`config.mk`:
```
export PLATFORM = sky130hd
export DESIGN_NAME = cpc_ram_arbiter
export DESIGN_NICKNAME = d
export VERILOG_FILES = /design/src/rtl/cpc_ram_pkg.sv /design/src/rtl/cpc_strobe_sync.sv /design/src/rtl/cpc_ram_arbiter.sv
export SDC_FILE = /design/constraint.sdc
export NUM_CORES = 1
export LEC_CHECK = 0
export CORE_MARGIN = 4
export CORE_UTILIZATION = 40
export DETAILED_ROUTE_END_ITERATION = 12
export PLACE_DENSITY = 0.95
export RECOVER_POWER = 25
export SLEW_MARGIN = 20
export SYNTH_ARGS = -nofsm -noshare
export SYNTH_HDL_FRONTEND = slang
export SYNTH_HIERARCHICAL = 1
export SYNTH_SLANG_ARGS = --single-unit
```
`constraint.sdc`:
```
create_clock -name CLK -period 3.4 [get_ports CLK]
set_input_delay 0.85 -clock CLK [delete_from_list [all_inputs] [get_ports CLK]]
set_output_delay 0.85 -clock CLK [all_outputs]
set_load 0.02 [all_outputs]
```
`src/rtl/cpc_ram_pkg.sv`:
```
// -----------------------------------------------------------------------------
// cpc_ram_pkg
// Shared types and helpers for the CPC 512K expansion SRAM controller.
//   state_t        arbiter FSM states
//   map_t          result of the quadrant decode {ext, page}
//   CFG_SEL        D[7:6] pattern that marks a RAM-config OUT
//   MODE_*         RAM-config mode encodings
//   map_quadrant() maps a Z80 quadrant to an expansion page for a given mode
// -----------------------------------------------------------------------------
package cpc_ram_pkg;

  typedef enum logic [1:0] {
    IDLE    = 2'd0,
    DMA_ACC = 2'd1,
    DMA_ACK = 2'd2,
    ABORT   = 2'd3
  } state_t;

  typedef struct packed {
    logic       ext;   // 1 = quadrant served by expansion SRAM
    logic [1:0] page;  // 16K page inside the selected 64K bank
  } map_t;

  localparam logic [1:0] CFG_SEL = 2'b11;

  localparam logic [2:0] MODE_NONE    = 3'd0;  // all internal RAM
  localparam logic [2:0] MODE_TOP     = 3'd1;  // q3 -> p3
  localparam logic [2:0] MODE_ALL     = 3'd2;  // q0..q3 -> p0..p3
  localparam logic [2:0] MODE_TOP_ALT = 3'd3;  // q3 -> p3 (video stays internal)
  localparam logic [2:0] MODE_Q1_BASE = 3'd4;  // modes 4..7: q1 -> p(mode-4)

  function automatic map_t map_quadrant(input logic [2:0] mode, input logic [1:0] q);
    map_t m;
    m = '0;
    case (mode)
      MODE_NONE: m = '0;
      MODE_TOP, MODE_TOP_ALT: begin
        if (q == 2'd3) begin
          m.ext  = 1'b1;
          m.page = 2'd3;
        end
      end
      MODE_ALL: begin
        m.ext  = 1'b1;
        m.page = q;
      end
      default: begin
        // modes 4..7: page index is simply the low two mode bits (mode - 4)
        if (q == 2'd1) begin
          m.ext  = 1'b1;
          m.page = mode[1:0];
        end
      end
    endcase
    return m;
  endfunction

endpackage

```
`src/rtl/cpc_strobe_sync.sv`:
```
// -----------------------------------------------------------------------------
// cpc_strobe_sync
// Synchroniser for one asynchronous Z80-side strobe (already converted to
// active-high), with rising-edge detection.
//   clk    in  system clock
//   rst    in  asynchronous active-high reset
//   din    in  asynchronous strobe, active high
//   level  out 1 when every synchroniser stage holds 1
//   rise   out one-clock pulse on the rising edge of level
// Parameter STAGES (>=2) sets the flop-chain depth.
// -----------------------------------------------------------------------------
module cpc_strobe_sync #(
  parameter int STAGES = 2
) (
  input  logic clk,
  input  logic rst,
  input  logic din,
  output logic level,
  output logic rise
);

  logic [STAGES-1:0] chain_reg;
  logic              level_prev_reg;

  always_ff @(posedge clk or posedge rst) begin
    if (rst) begin
      chain_reg      <= '0;
      level_prev_reg <= 1'b0;
    end else begin
      chain_reg      <= {chain_reg[STAGES-2:0], din};
      level_prev_reg <= level;
    end
  end

  // Requiring all stages high filters single-clock glitches on the bus strobes.
  assign level = &chain_reg;
  assign rise  = level & ~level_prev_reg;

endmodule

```
`src/rtl/cpc_ram_arbiter.sv`:
```
// -----------------------------------------------------------------------------
// cpc_ram_arbiter
// Controller for the CPC 512K expansion SRAM: decodes the RAM-config OUT into
// cfg_q, maps Z80 quadrants onto 16K SRAM pages, drives RAMDIS and arbitrates
// the SRAM between the Z80 (priority) and a DMA/debug port.
// Ports:
//   CLK, RESET            clock, asynchronous active-high reset
//   A, D                  Z80 address / data (D sampled for config writes)
//   IOREQ_B, WR_B, MREQ_B Z80 strobes, active low, asynchronous to CLK
//   RAMRD_B               gate-array RAM read strobe, active low
//   RAMDIS                1 = expansion serves the current access
//   READY                 Z80 wait line (0 = wait)
//   sram_a, ramcs_b, sram_we_b, sram_oe_b   SRAM interface
//   dma_req, dma_we, dma_addr, dma_ack      secondary access port
//   cfg_q                 config register {bank[2:0], mode[2:0]}
// Configuration macro WAIT_STATE_EN:
//   defined   - a CPU memory cycle arriving during a DMA access is stalled
//               with READY=0 until the DMA access finishes.
//   undefined - READY is always 1; the DMA access is aborted instead and the
//               held request is retried once MREQ_B is high again.
// -----------------------------------------------------------------------------
module cpc_ram_arbiter
  import cpc_ram_pkg::*;
#(
  parameter int         SYNC_STAGES = 2,
  parameter int         DMA_CYCLES  = 2,
  parameter logic [5:0] RESET_CFG   = 6'h00
) (
  input  logic        CLK,
  input  logic        RESET,
  input  logic [15:0] A,
  input  logic [7:0]  D,
  input  logic        IOREQ_B,
  input  logic        WR_B,
  input  logic        MREQ_B,
  input  logic        RAMRD_B,
  output logic        RAMDIS,
  output logic        READY,
  output logic [18:0] sram_a,
  output logic        ramcs_b,
  output logic        sram_we_b,
  output logic        sram_oe_b,
  input  logic        dma_req,
  input  logic        dma_we,
  input  logic [18:0] dma_addr,
  output logic        dma_ack,
  output logic [5:0]  cfg_q
);

`ifdef WAIT_STATE_EN
  localparam bit WAIT_EN = 1'b1;
`else
  localparam bit WAIT_EN = 1'b0;
`endif

  localparam int NUM_STROBES = 3;
  localparam int S_IO_WR     = 0;  // OUT cycle: ~(IOREQ_B | WR_B)
  localparam int S_CPU_MEM   = 1;  // CPU memory cycle in progress
  localparam int S_DMA_GO    = 2;  // DMA pending and bus quiet

  // ---------------------------------------------------------------------------
  // Strobe synchronisers
  // ---------------------------------------------------------------------------
  logic [NUM_STROBES-1:0] strobe_in;
  logic [NUM_STROBES-1:0] strobe_level;
  logic [NUM_STROBES-1:0] strobe_rise;
  logic                   rise_unused;

  assign strobe_in[S_IO_WR]   = ~(IOREQ_B | WR_B);
  assign strobe_in[S_CPU_MEM] = ~MREQ_B;
  assign strobe_in[S_DMA_GO]  = dma_req & MREQ_B;

  genvar gi;
  generate
    for (gi = 0; gi < NUM_STROBES; gi++) begin : g_sync
      cpc_strobe_sync #(
        .STAGES(SYNC_STAGES)
      ) u_sync (
        .clk  (CLK),
        .rst  (RESET),
        .din  (strobe_in[gi]),
        .level(strobe_level[gi]),
        .rise (strobe_rise[gi])
      );
    end
  endgenerate

  // Only the OUT strobe is edge-triggered; the others are used as levels.
  assign rise_unused = |strobe_rise[S_DMA_GO:S_CPU_MEM];

  logic cpu_hit;
  assign cpu_hit = strobe_level[S_CPU_MEM];

  // ---------------------------------------------------------------------------
  // Config register
  // ---------------------------------------------------------------------------
  logic [5:0] cfg_reg;

  always_ff @(posedge CLK or posedge RESET) begin
    if (RESET) begin
      cfg_reg <= RESET_CFG;
    end else if (strobe_rise[S_IO_WR] && !A[15] && (D[7:6] == CFG_SEL)) begin
      // A and D are still stable here: an OUT holds them for the whole strobe.
      cfg_reg <= D[5:0];
    end
  end

  assign cfg_q = cfg_reg;

  // ---------------------------------------------------------------------------
  // CPU path: purely combinational from the live bus and cfg_reg
  // ---------------------------------------------------------------------------
  map_t        cpu_map;
  logic [18:0] cpu_sram_a;
  logic        cpu_ramdis;
  logic        cpu_ramcs_b;

  assign cpu_map     = map_quadrant(cfg_reg[2:0], A[15:14]);
  assign cpu_sram_a  = {cfg_reg[5:3], cpu_map.page, A[13:0]};
  assign cpu_ramdis  = cpu_map.ext & ~MREQ_B;
  assign cpu_ramcs_b = ~cpu_map.ext | MREQ_B;

  // ---------------------------------------------------------------------------
  // Arbiter FSM
  // ---------------------------------------------------------------------------
  state_t     state_reg, state_next;
  logic [3:0] cnt_reg, cnt_next;
  logic       req_lost_reg, req_lost_next;

  always_ff @(posedge CLK or posedge RESET) begin
    if (RESET) begin
      state_reg    <= IDLE;
      cnt_reg      <= '0;
      req_lost_reg <= 1'b0;
    end else begin
      state_reg    <= state_next;
      cnt_reg      <= cnt_next;
      req_lost_reg <= req_lost_next;
    end
  end

  always_comb begin
    state_next    = state_reg;
    cnt_next      = cnt_reg;
    req_lost_next = req_lost_reg;
    case (state_reg)
      IDLE: begin
        // live dma_req as well: the synchronised copy lags a dropped request
        // right after an ack and would otherwise start a second access
        if (dma_req && strobe_level[S_DMA_GO]) begin
          state_next    = DMA_ACC;
          cnt_next      = 4'(DMA_CYCLES - 1);
          req_lost_next = 1'b0;
        end
      end
      DMA_ACC: begin
        if (!dma_req) begin
          req_lost_next = 1'b1;
        end
        if (!WAIT_EN && cpu_hit) begin
          state_next = ABORT;
        end else if (cnt_reg == 4'd0) begin
          // a request withdrawn mid-access still completes, silently
          state_next = (req_lost_reg || !dma_req) ? IDLE : DMA_ACK;
        end else begin
          cnt_next = cnt_reg - 4'd1;
        end
      end
      DMA_ACK: state_next = IDLE;
      ABORT:   state_next = IDLE;
      default: state_next = IDLE;
    endcase
  end

  // ---------------------------------------------------------------------------
  // Output mux
  // ---------------------------------------------------------------------------
  logic dma_owns;

  // Without wait states the CPU takes the SRAM back in the very clock the
  // synchronised MREQ_B is seen, before the FSM reaches ABORT.
  assign dma_owns = (state_reg == DMA_ACC) && (WAIT_EN || !cpu_hit);

  always_comb begin
    sram_a    = cpu_sram_a;
    ramcs_b   = cpu_ramcs_b;
    sram_we_b = WR_B;
    sram_oe_b = RAMRD_B;
    RAMDIS    = cpu_ramdis;
    READY     = 1'b1;
    dma_ack   = (state_reg == DMA_ACK);
    if (dma_owns) begin
      sram_a    = dma_addr;
      ramcs_b   = 1'b0;
      sram_we_b = ~dma_we;
      sram_oe_b = dma_we;
      RAMDIS    = 1'b0;
    end
    if (WAIT_EN && (state_reg == DMA_ACC) && cpu_hit) begin
      READY = 1'b0;
    end
    // Reset releases the SRAM and bus immediately, not at the next edge.
    if (RESET) begin
      ramcs_b   = 1'b1;
      sram_we_b = 1'b1;
      sram_oe_b = 1'b1;
      RAMDIS    = 1'b0;
      READY     = 1'b1;
      dma_ack   = 1'b0;
    end
  end

endmodule
```
== Word-level counts from Yosys, hierarchy flattened ==
Cells that the tools add are included.
Word-level totals
  input bits: 51
  bits in registers: 20
  output and inout bits: 31
  logic and storage cells: 78
Operators by class
  muxes and demuxes: 25
  reduce and logical (&&, ||, !) cells: 20
  eq/ne operators: 14
  bitwise logic cells: 10
  add/sub/neg operators: 1
Operator list (count)
  19-bit 2-to-1 mux: 1
  4-bit 2-to-1 mux: 3
  1-bit 2-to-1 mux: 11
  3-bit case mux with 3 select lines: 1
  2-bit equality test, second input constant: 4
  2-bit 2-to-1 mux: 4
  2-bit != test, second input constant: 4
  4-bit case mux with 2 select lines: 1
  2-bit AND reduction: 4
  3-bit by 2-bit equality test with 1-bit output, second input constant: 2
  3-bit 2-to-1 mux: 2
  2-bit case mux with 3 select lines: 1
  1-bit inverter: 5
  2-bit by 1-bit equality test with 1-bit output, second input constant: 2
  1-bit logical AND: 4
  4-bit zero test: 1
  4-bit AND reduction: 1
  2-bit OR reduction: 2
  4-bit by 1-bit subtractor with 4-bit output, second input constant: 1
  1-bit bitwise AND: 3
  3-bit by 1-bit equality test with 1-bit output, second input constant: 1
  1-bit zero test: 3
  3-bit zero test: 1
  3-bit != test, second input constant: 1
  6 further kinds: 7

== Depth between registers and ports, before layout ==
Gate-level depths: netlist of run 1.
  depth in word-level cells: 7
  gate-level depth with buffers: 6
  depth with buffers taken out: 5

== By module ==
Netlist of run 1, hierarchy kept.
Modules (own cells, without submodules)
  cpc_ram_arbiter: times used 1, sequential area each 325.3 um2, area each 1067.3 um2, cells each 142
  cpc_strobe_sync: times used 3, sequential area each 75.1 um2, area each 93.8 um2, cells each 6

== Worst setup path before layout of run 1 ==
No wires, ideal clock.
  path kind: input to output
  from: in A[15]
  to: out ramcs_b
  buffers on the path: 0
  stages on the path: 3
  required time: 2.550 ns
  arrival time: 1.617 ns
  setup slack: 0.933 ns
  cell sequence: and4b_1 -> o31a_1 -> o21ai_1
Between the ends
  word-level cells in the longest chain between the ends: 7
  elaborated cells between the ends (all ways): 9
  those cells by class: eq/ne: 2; mux: 5; bitwise: 2
RTL lines
  start: declaration: RTL line cpc_ram_arbiter.sv:31  | input logic [15:0] A,
  2-bit by 1-bit equality test with 1-bit output or 2-bit equality test (tied branches): RTL line cpc_ram_pkg.sv:49, cpc_ram_pkg.sv:38
  3-bit 2-to-1 mux (on tied branches): RTL line cpc_ram_pkg.sv:49, cpc_ram_pkg.sv:38
  3-bit case mux with 3 select lines (*): RTL line cpc_ram_pkg.sv:35  | case (mode)
  1-bit inverter (*): RTL line cpc_ram_arbiter.sv:121  | assign cpu_ramcs_b = ~cpu_map.ext | MREQ_B;
  1-bit OR (*): RTL line cpc_ram_arbiter.sv:121
  1-bit 2-to-1 mux (*): RTL line cpc_ram_arbiter.sv:192  | if (dma_owns) begin
  1-bit 2-to-1 mux (*): RTL line cpc_ram_arbiter.sv:203  | if (RESET) begin
  end: declaration: RTL line cpc_ram_arbiter.sv:40  | output logic ramcs_b,
Every way passes the cells marked *; elsewhere a longest branch is shown, timed or not.

== Final worst setup path of run 1 ==
  from: in A[15]
  to: out sram_a[15]
Between the ends
  word-level cells in the longest chain between the ends: 4
  elaborated cells between the ends (all ways): 6
  those cells by class: eq/ne: 2; mux: 4
RTL lines
  2-bit by 1-bit equality test with 1-bit output or 2-bit equality test (tied branches): RTL line cpc_ram_pkg.sv:49, cpc_ram_pkg.sv:38
  3-bit 2-to-1 mux (on tied branches): RTL line cpc_ram_pkg.sv:49, cpc_ram_pkg.sv:38
  3-bit case mux with 3 select lines (*): RTL line cpc_ram_pkg.sv:35
  19-bit 2-to-1 mux (*): RTL line cpc_ram_arbiter.sv:192
  end: declaration: RTL line cpc_ram_arbiter.sv:39  | output logic [18:0] sram_a,
Marked as above.

==> run summary, run 1 <==
outcome - finished clean
area grow syn2layout - 70.8%
PortBufs - 80
Initial Util - 42.0%
H-tree level count - 1
clock skew - 0.000875 ns
Worst EP required - 2.55 ns
post-route setup slack - 0.0456 ns
CP startpoint kind - input pin
Place WS - -0.00580 ns
reg-to-reg slack, setup - 1.69 ns
Util after Layout - 71.7%
WHS Path Cells - 0
Crit Path Category - input pin to output pin
Via density - 5.07
Total Wirelength - 4130 um
Avg WL per Cell - 14.6 um
mapped cell area - 0.00128 mm2
max-slew violation count - 0
r2r endpoint - cnt_reg[1]
Nets - 293
CTS Hold Bufs - 0
initial antenna violation count - 0
Clock Tree Buf Depth - 2
number of global-route vias before repair - 1,579
final worst-path cycle share - 98.7%
DR vias - 1,435
Worst Hold Class - flip-flop to flip-flop
yosys warns - 6
multi-input logic area - 693 um2
Clock Tree Root - clkbuf_4
Synthesized Nets - 209
min Tclk post-route - 3.35 ns
detailed placement HPWL - 3270 um
diodes inserted - 0
chip height - 64.6 um
CTS tree - built
Max VDD drop - 0.389 mV
RSZ-0062 raised after global routing - false
Max Freq - 298 MHz
Power Density - 574 mW/mm2
Routed Antenna Nets - 0
Clock Latency Late Sink - 0.31 ns
num ports - 82
cell count after synthesis - 156
Filler cells - 229
starting DRC count in detailed routing - 61
Syn Area/Cell - 8.21 um2
clock sinks - 20
Overall Power - 1.26 mW
Die X - 64.6 um
Max-Cap Viols - 0
Worst EP arrival - 2.50 ns
Crit. End Element - output pin
core box area - 0.00305 mm2
# DRC - 0
FF-to-FF Start - g_sync[1].u_sync/chain_reg[0]
share of cells above drive strength 1 - 9.21%
routability-driven placement congestion ratio - 0.810
Inserted Clock Buffers - 3
Crit Path Max Fanout - 4
leakage power - 1.04 nW
GR Overflow Total - 0
endpoints failing hold - 0
largest net degree at the start of global routing - 19
global-route wire length before repair - 6930 um
Hold Worst Slack - 0.387 ns
hold path start - g_sync[2].u_sync/chain_reg[0]
Pre-antenna DRT Iters - 4
Total GRT Usage - 20.8%
FF/Latch Area - 500 um2
Worst-path clk slew - 0.12 ns
worst reg2reg path depth - 5
Hold Path Sink - g_sync[2].u_sync/chain_reg[1]
final setup fails - 0
die area - 0.00417 mm2
num rows - 20
==> layout by cell type, fill, tap and decap left out, types with 2 or more instances in the layout <==
master and instances:
clkdlybuf4s50_1 74, nand2_1 56, dfrtp_1 20, inv_1 9, mux2_2 7, buf_4 6
a31oi_1 5, nor2_1 5, and2_1 4, nor3_1 3, o21ai_1 3, clkbuf_4 3
dlygate4sd3_1 3, nand4b_1 2, nor2b_1 2, a21oi_1 2, o21a_1 2, a211o_1 2
and3b_1 2, nand2b_1 2, ha_1 2, dlymetal6s2s_1 2
==> cell type report <==
| class | instances | area share [%] |
|---|---|---|
| repair buffers | 87 | 39.0 |
| multi-input cells | 119 | 31.7 |
| flip-flops and latches | 20 | 22.9 |
| well taps | 44 | 2.52 |
| inverters | 9 | 1.54 |
| clock inverters | 1 | 1.37 |
| clock buffers | 3 | 1.03 |
==> routing by layer <==
metal | global-route usage [%] | vias to the layer above | routed length, um
met5 | 0 | - | 0
met4 | 5.54 | 0 | 60
met3 | 7.63 | 10 | 309
met2 | 37.9 | 55 | 2170
met1 | 22.5 | 687 | 1590
li1 | - | 683 | -
==> critical path: stages <==
cell	delay, ns
clkdlybuf4s50_1	0.47
buf_4	0.17
nand4b_1	0.15
a31oi_1	0.21
clkdlybuf4s50_1	0.64
==> what timing repair did <==
item / 4_1_cts / 5_1_grt
gates resized for setup: 1 / 5
setup buffers: 0 / 0
setup endpoints to repair: 1 / 19
cloned: 0 / 0
==> stage by stage <==
stage	TNS (ns)	cells	area (um2)
after detailed placement	-0.00580	279	2130
after floorplan	0	156	1280
after global placement	0	279	2130
after global routing	0	283	2190
final	0	283	2190
after CTS	0	283	2180
==> worst max path at each step <==
stage | slack [ns] | to | start
finish | 0.05 | sram_a[15] | A[15]
global route | 0.009 | sram_a[15] | A[15]
CTS | 0.002 | RAMDIS | A[15]
detailed placement | -0.006 | ramcs_b | A[15]
global placement | 0.02 | ramcs_b | A[14]
floorplan | 0.93 | ramcs_b | A[15]
==> power by group <==
group          switching, mW  total, mW  internal, mW
sequential            0.0494      0.335         0.286
clock                 0.0808      0.200         0.119
combinational          0.374      0.720         0.346
(Power assumes the default switching activity.)
==> run 2, diff against run 1 <==
--- a/config.mk
+++ b/config.mk
@@ -6,12 +6,11 @@
 export NUM_CORES = 1
 export LEC_CHECK = 0
 export CORE_MARGIN = 4
-export CORE_UTILIZATION = 40
+export CORE_UTILIZATION = 37
 export DETAILED_ROUTE_END_ITERATION = 12
-export PLACE_DENSITY = 0.95
+export PLACE_DENSITY = 0.94
 export RECOVER_POWER = 25
-export SLEW_MARGIN = 20
+export SLEW_MARGIN = 40
 export SYNTH_ARGS = -nofsm -noshare
 export SYNTH_HDL_FRONTEND = slang
-export SYNTH_HIERARCHICAL = 1
 export SYNTH_SLANG_ARGS = --single-unit
==> run summary, run 2 <==
outcome - finished clean (unchanged)
starting DRC count in detailed routing - 81 (was 61)
Hold Path Sink - g_sync[0].u_sync.chain_reg[1] (was g_sync[2].u_sync/chain_reg[1])
count leader, synth - nand2_1
CTS Hold Bufs - 0 (unchanged)
max-slew violation count - 0 (unchanged)
Psw - 0.442 mW (was 0.504 mW)
Final Cell Area - 0.00206 mm2 (was 0.00219 mm2)
ys flop type - dfrtp_1
Max Freq - 310 MHz (was 298 MHz)
num rows - 20 (unchanged)
num ports - 82 (unchanged)
Avg WL per Cell - 12.0 um (was 14.6 um)
CTS tree - built (unchanged)
WP depth - 6 (was 5)
CP delay by family, top - buffers and inverters (unchanged)
CP max stage cell - clkdlybuf4s50_1 (unchanged)
Max-slew headroom - 52.2%
Yosys cell types - 31
clock sinks - 20 (unchanged)
Worst Path Buf+Inv - 2 (was 3)
Synth area leader - dfrtp_1
postcts setup bufs - 0 (unchanged)
diodes inserted - 0 (unchanged)
DP Area - 0.00202 mm2 (was 0.00213 mm2)
Inserted Clock Buffers - 3 (unchanged)
Worst EP required - 2.55 ns (about the same)
number of flops mapped to enable cells by yosys - 0
largest net degree at the start of global routing - 22 (was 19)
Int Power - 0.668 mW (was 0.752 mW)
FF-to-FF Start - cnt_reg[0] (was g_sync[1].u_sync/chain_reg[0])
top cell type's share of synthesized area - 43.0%
Syn Area/Cell - 8.20 um2 (was 8.21 um2)
area grow syn2layout - 76.5% (was 70.8%)
Worst-path clk slew - 0.11 ns (was 0.12 ns)
Hold Worst Slack - 0.379 ns (was 0.387 ns)
Worst Hold Class - flip-flop to flip-flop (unchanged)
CP startpoint kind - input pin (unchanged)
Total GRT Usage - 15.9% (was 20.8%)
# DRC - 0 (unchanged)
clock skew - 0.00308 ns (was 0.000875 ns)
Pre-antenna DRT Iters - 4 (unchanged)
Clock Latency Late Sink - 0.29 ns (was 0.31 ns)
DR vias - 1,241 (was 1,435)
final worst-path cycle share - 94.8% (was 98.7%)
H-tree level count - 1 (unchanged)
post-synthesis sequential area ratio - 43.0%
Flop pwr share - 29.7% (was 26.7%)
cell count after synthesis - 142 (was 156)
PortBufs - 80 (unchanged)
number of global-route vias before repair - 1,221 (was 1,579)
WHS Path Cells - 0 (unchanged)
endpoints failing hold - 0 (unchanged)
Clk pwr share - 12.1% (was 15.9%)
Crit Path Category - input pin to output pin (unchanged)
GR Overflow Total - 0 (unchanged)
Max stage delay on crit path - 0.55 ns (was 0.64 ns)
final setup fails - 0 (unchanged)
reg-to-reg slack, setup - 1.71 ns (was 1.69 ns)
hold path start - g_sync[0].u_sync.chain_reg[0] (was g_sync[2].u_sync/chain_reg[0])
share of cells above drive strength 1 - 7.11% (was 9.21%)
Synthesized Nets - 195 (was 209)
mapped cell area - 0.00116 mm2 (was 0.00128 mm2)
switching fraction of total power - 39.8% (was 40.1%)
Initial Util - 38.5% (was 42.0%)
Clock Tree Root - clkbuf_4 (unchanged)
leakage power - 0.983 nW (was 1.04 nW)
Max-Cap Viols - 0 (unchanged)
ranking of synthesized cells by area - dfrtp_1 43%, nand2_1 20%, mux2_2 5.8%
Die X - 64.1 um (was 64.6 um)
share of flip-flops with an asynchronous set or reset - 100%
Crit. End Element - output pin (unchanged)
initial antenna violation count - 0 (unchanged)
Total Wirelength - 3220 um (was 4130 um)
min Tclk post-route - 3.22 ns (was 3.35 ns)
Clock Tree Buf Depth - 2 (unchanged)
flops & latches, synth - 20
chip height - 64.1 um (was 64.6 um)
Routed Antenna Nets - 0 (unchanged)
global-route wire length before repair - 5270 um (was 6930 um)
Worst EP arrival - 2.37 ns (was 2.50 ns)
worst reg2reg path depth - 5 (unchanged)
routability-driven placement congestion ratio - 0.739 (was 0.810)
Filler cells - 253 (was 229)
die area - 0.00411 mm2 (was 0.00417 mm2)
commonest non-fill, non-tap cells in the layout - 73 x clkdlybuf4s50_1, 61 x nand2_1, 20 x dfrtp_1 (was 74 x clkdlybuf4s50_1, 56 x nand2_1, 20 x dfrtp_1, 9 x inv_1, 7 x mux2_2)
r2r endpoint - cnt_reg[1] (unchanged)
Nets - 279 (was 293)
core box area - 0.00303 mm2 (was 0.00305 mm2)
Max VDD drop - 0.301 mV (was 0.389 mV)
CP Cell Sequence - clkdlybuf4s50_1 -> and3b_1 -> o21ai_0 -> a21oi_1 -> and3_1 -> dlygate4sd2_1 (was clkdlybuf4s50_1 -> buf_4 -> nand4b_1 -> a31oi_1 -> clkdlybuf4s50_1)
RSZ-0062 raised after global routing - false (unchanged)
yosys warns - 0 (was 6)
Tightest Pin Transition - 0.718 ns
most common library cell in the layout ignoring fill and taps - clkdlybuf4s50_1 (unchanged)
Via density - 4.61 (was 5.07)
Comb power frac - 58.2% (was 57.4%)
Power Density - 540 mW/mm2 (was 574 mW/mm2)
Post-synth top cells - 61 x nand2_1, 20 x dfrtp_1, 6 x mux2_2, 6 x nor2_1, 6 x o21ai_0
Crit Path Max Fanout - 5 (was 4)
detailed placement HPWL - 2640 um (was 3270 um)
Setup crit start - A[15] (unchanged)
[run 2: metal layers]
| layer | routed length, um | up-vias | global-route usage, % |
|---|---|---|---|
| met3 | 312 | 2 | 4.39 |
| li1 | - | 633 | - |
| met2 | 1540 | 58 | 29.0 |
| met4 | 16 | 0 | 4.75 |
| met5 | 0 | - | 0 |
| met1 | 1350 | 548 | 17.8 |
[run 2: power groups by stage]
stage | clock network (mW) | registers (mW) | logic, mW
finish | 0.134 | 0.330 | 0.645
global route | 0.147 | 0.337 | 0.707
CTS | 0.139 | 0.330 | 0.659
detailed placement | 0 | 0.334 | 0.658
global placement | 0 | 0.333 | 0.647
floorplan | 0 | 0.336 | 0.363
[run 2: what timing repair did]
item / CTS / global route
setup endpoints to repair: 2 / 2
gates resized for setup: 2 / 2
gates cloned: 0 / 0
hold endpoints to repair: 0 / 0
[run 2: kinds of logic after synthesis]
logic type,count (synthesis),synth area share (%)
multiplexers,11,10.5
other,1,0.322
flip-flops,20,43.0
AND/OR/NAND/NOR,83,31.7
AO/OA/AOI/OAI,15,8.06
adder cells (fa/ha/maj),2,2.15
XOR/XNOR,1,0.752
buffers and inverters,9,3.54
[run 2: layout make-up]
class | instances | area [um2] | area share [%]
Inverter | 4 | 15.0 | 0.730
Multi-Input combinational cell | 113 | 623 | 30.3
Timing Repair Buffer | 84 | 826 | 40.2
Sequential cell | 20 | 500 | 24.3
Clock buffer | 4 | 36.3 | 1.77
Tap cell | 44 | 55.1 | 2.68
[run 2: through the flow]
stage	util, %	worst slack, ns	total power, mW	instances	TNS [ns]
finish	67.9	0.178	1.11	269	0
global route	67.9	0.0569	1.19	269	0
CTS	68.0	0.0349	1.13	269	0
detailed placement	66.9	-0.0797	0.992	265	-0.103
global placement	66.9	-0.0462	0.980	265	-0.0739
floorplan	-	0.815	0.699	142	0
[run 2: how the worst max path moves through the flow]
| stage | end | slack [ns] |
|---|---|---|
| after floorplan | ramcs_b | 0.82 |
| after global placement | RAMDIS | -0.05 |
| after detailed placement | RAMDIS | -0.08 |
| after CTS | sram_a[15] | 0.03 |
| after global routing | RAMDIS | 0.06 |
| final | RAMDIS | 0.18 |
==> run 3, diff against run 2 <==
--- a/config.mk
+++ b/config.mk
@@ -8,7 +8,7 @@
 export CORE_MARGIN = 4
 export CORE_UTILIZATION = 37
 export DETAILED_ROUTE_END_ITERATION = 12
-export PLACE_DENSITY = 0.94
+export PLACE_DENSITY = 0.9
 export RECOVER_POWER = 25
 export SLEW_MARGIN = 40
 export SYNTH_ARGS = -nofsm -noshare
==> run summary, run 3 (same netlist as run 2, synthesis figures left out) <==
routability-driven placement congestion ratio - 0.747 (was 0.739)
DP Area - 0.00202 mm2 (unchanged)
most common library cell in the layout ignoring fill and taps - clkdlybuf4s50_1 (unchanged)
Worst EP required - 2.55 ns (about the same)
DR vias - 1,300 (was 1,241)
Avg WL per Cell - 13.2 um (was 12.0 um)
Routed Antenna Nets - 0 (unchanged)
H-tree level count - 1 (unchanged)
leakage power - 0.971 nW (was 0.983 nW)
num rows - 20 (unchanged)
endpoints failing hold - 0 (unchanged)
Power Density - 542 mW/mm2 (was 540 mW/mm2)
Crit Path Category - input pin to output pin (unchanged)
Max VDD drop - 0.296 mV (was 0.301 mV)
Die X - 64.1 um (unchanged)
Crit Path Max Fanout - 5 (unchanged)
number of global-route vias before repair - 1,301 (was 1,221)
Worst Hold Class - flip-flop to flip-flop (unchanged)
Worst EP arrival - 2.34 ns (was 2.37 ns)
chip height - 64.1 um (unchanged)
Worst-path clk slew - 0.11 ns (about the same)
Crit. End Element - output pin (unchanged)
outcome - finished clean (unchanged)
area grow syn2layout - 76.2% (was 76.5%)
CP startpoint kind - input pin (unchanged)
RSZ-0062 raised after global routing - false (unchanged)
# DRC - 0 (unchanged)
CTS Hold Bufs - 0 (unchanged)
share of cells above drive strength 1 - 7.11% (unchanged)
final worst-path cycle share - 93.8% (was 94.8%)
core box area - 0.00303 mm2 (unchanged)
commonest non-fill, non-tap cells in the layout - 74 x clkdlybuf4s50_1, 61 x nand2_1, 20 x dfrtp_1 (was 73 x clkdlybuf4s50_1, 61 x nand2_1, 20 x dfrtp_1)
initial antenna violation count - 0 (unchanged)
Total GRT Usage - 17.7% (was 15.9%)
PortBufs - 80 (unchanged)
min Tclk post-route - 3.19 ns (was 3.22 ns)
clock skew - 0.00785 ns (was 0.00308 ns)
Nets - 279 (unchanged)
Clock Latency Late Sink - 0.30 ns (was 0.29 ns)
largest net degree at the start of global routing - 24 (was 22)
Clock Tree Root - clkbuf_4 (unchanged)
Initial Util - 38.5% (unchanged)
Tightest Pin Transition - 0.756 ns (was 0.718 ns)
clock sinks - 20 (unchanged)
Final Cell Area - 0.00205 mm2 (was 0.00206 mm2)
Clock Tree Buf Depth - 2 (unchanged)
CTS tree - built (unchanged)
Max-slew headroom - 49.6% (was 52.2%)
num ports - 82 (unchanged)
global-route wire length before repair - 5710 um (was 5270 um)
final setup fails - 0 (unchanged)
diodes inserted - 0 (unchanged)
detailed placement HPWL - 2810 um (was 2640 um)
Pre-antenna DRT Iters - 4 (unchanged)
starting DRC count in detailed routing - 40 (was 81)
Total Wirelength - 3540 um (was 3220 um)
Max Freq - 314 MHz (was 310 MHz)
Max-Cap Viols - 0 (unchanged)
max-slew violation count - 0 (unchanged)
Overall Power - 1.11 mW (about the same)
postcts setup bufs - 0 (unchanged)
Via density - 4.83 (was 4.61)
GR Overflow Total - 0 (unchanged)
CTS resizes - 3 (was 2)
die area - 0.00411 mm2 (unchanged)
Inserted Clock Buffers - 3 (unchanged)
-- run 3: cell types whose count changed in the layout (fill, tap and decap cells not counted) --
cell | before | now
dlymetal6s2s_1 | 2 | 1
dlygate4sd2_1 | 2 | 3
clkdlybuf4s50_1 | 73 | 74
dlygate4sd3_1 | 3 | 2
-- run 3: path summary, 6_finish.rpt --
kind                            cells past startpoint  slack, ns                          start                            end
min in group asynchronous                           3       1.13                          RESET  g_sync[0].u_sync.chain_reg[1]
worst min register to register                      0       0.38  g_sync[0].u_sync.chain_reg[0]  g_sync[0].u_sync.chain_reg[1]
worst max register to register                      5       1.71                     cnt_reg[0]                     cnt_reg[1]
max in group asynchronous                           3       1.60                          RESET                     cnt_reg[3]
worst max-delay path                                6       0.21                          A[15]                         RAMDIS
worst min-delay path                                0       0.38  g_sync[0].u_sync.chain_reg[0]  g_sync[0].u_sync.chain_reg[1]
-- run 3: layout make-up --
type	count	area, um2
multi-input combinational	113	623
clock buffer	4	36.3
tap	44	55.1
inverter	4	15.0
sequential	20	500
fill	252	976
timing repair buffer	84	822
-- run 3: power breakdown --
part           switching (mW)  internal [mW]
sequential             0.0439          0.287
combinational           0.330          0.313
clock                  0.0727         0.0654
total                   0.447          0.665
-- run 3: stage by stage --
step	TNS (ns)	instances	setup WS, ns	hold slack (ns)	utilization, %
final	0	269	0.210	0.380	67.8
after floorplan	0	142	0.815	0.347	-
after global routing	0	269	0.0657	0.399	67.8
after CTS	0	269	0.0972	0.379	67.9
after detailed placement	-0.0672	265	-0.0612	0.353	66.9
after global placement	0	265	0.00000111	0.350	66.9
-- run 3: metal layers --
layer	GRT usage (%)	up-vias	part of all wire, %
met1	19.4	585	38
met5	0	-	0
li1	-	632	-
met3	5.27	15	9.2
met2	29.5	68	48
met4	11.3	0	4.4
-- run 3: worst max-delay path: stages --
cell	delay, ns
clkdlybuf4s50_1	0.56
and3b_1	0.17
o21ai_0	0.07
a21oi_1	0.18
and3_1	0.18
dlygate4sd2_1	0.34
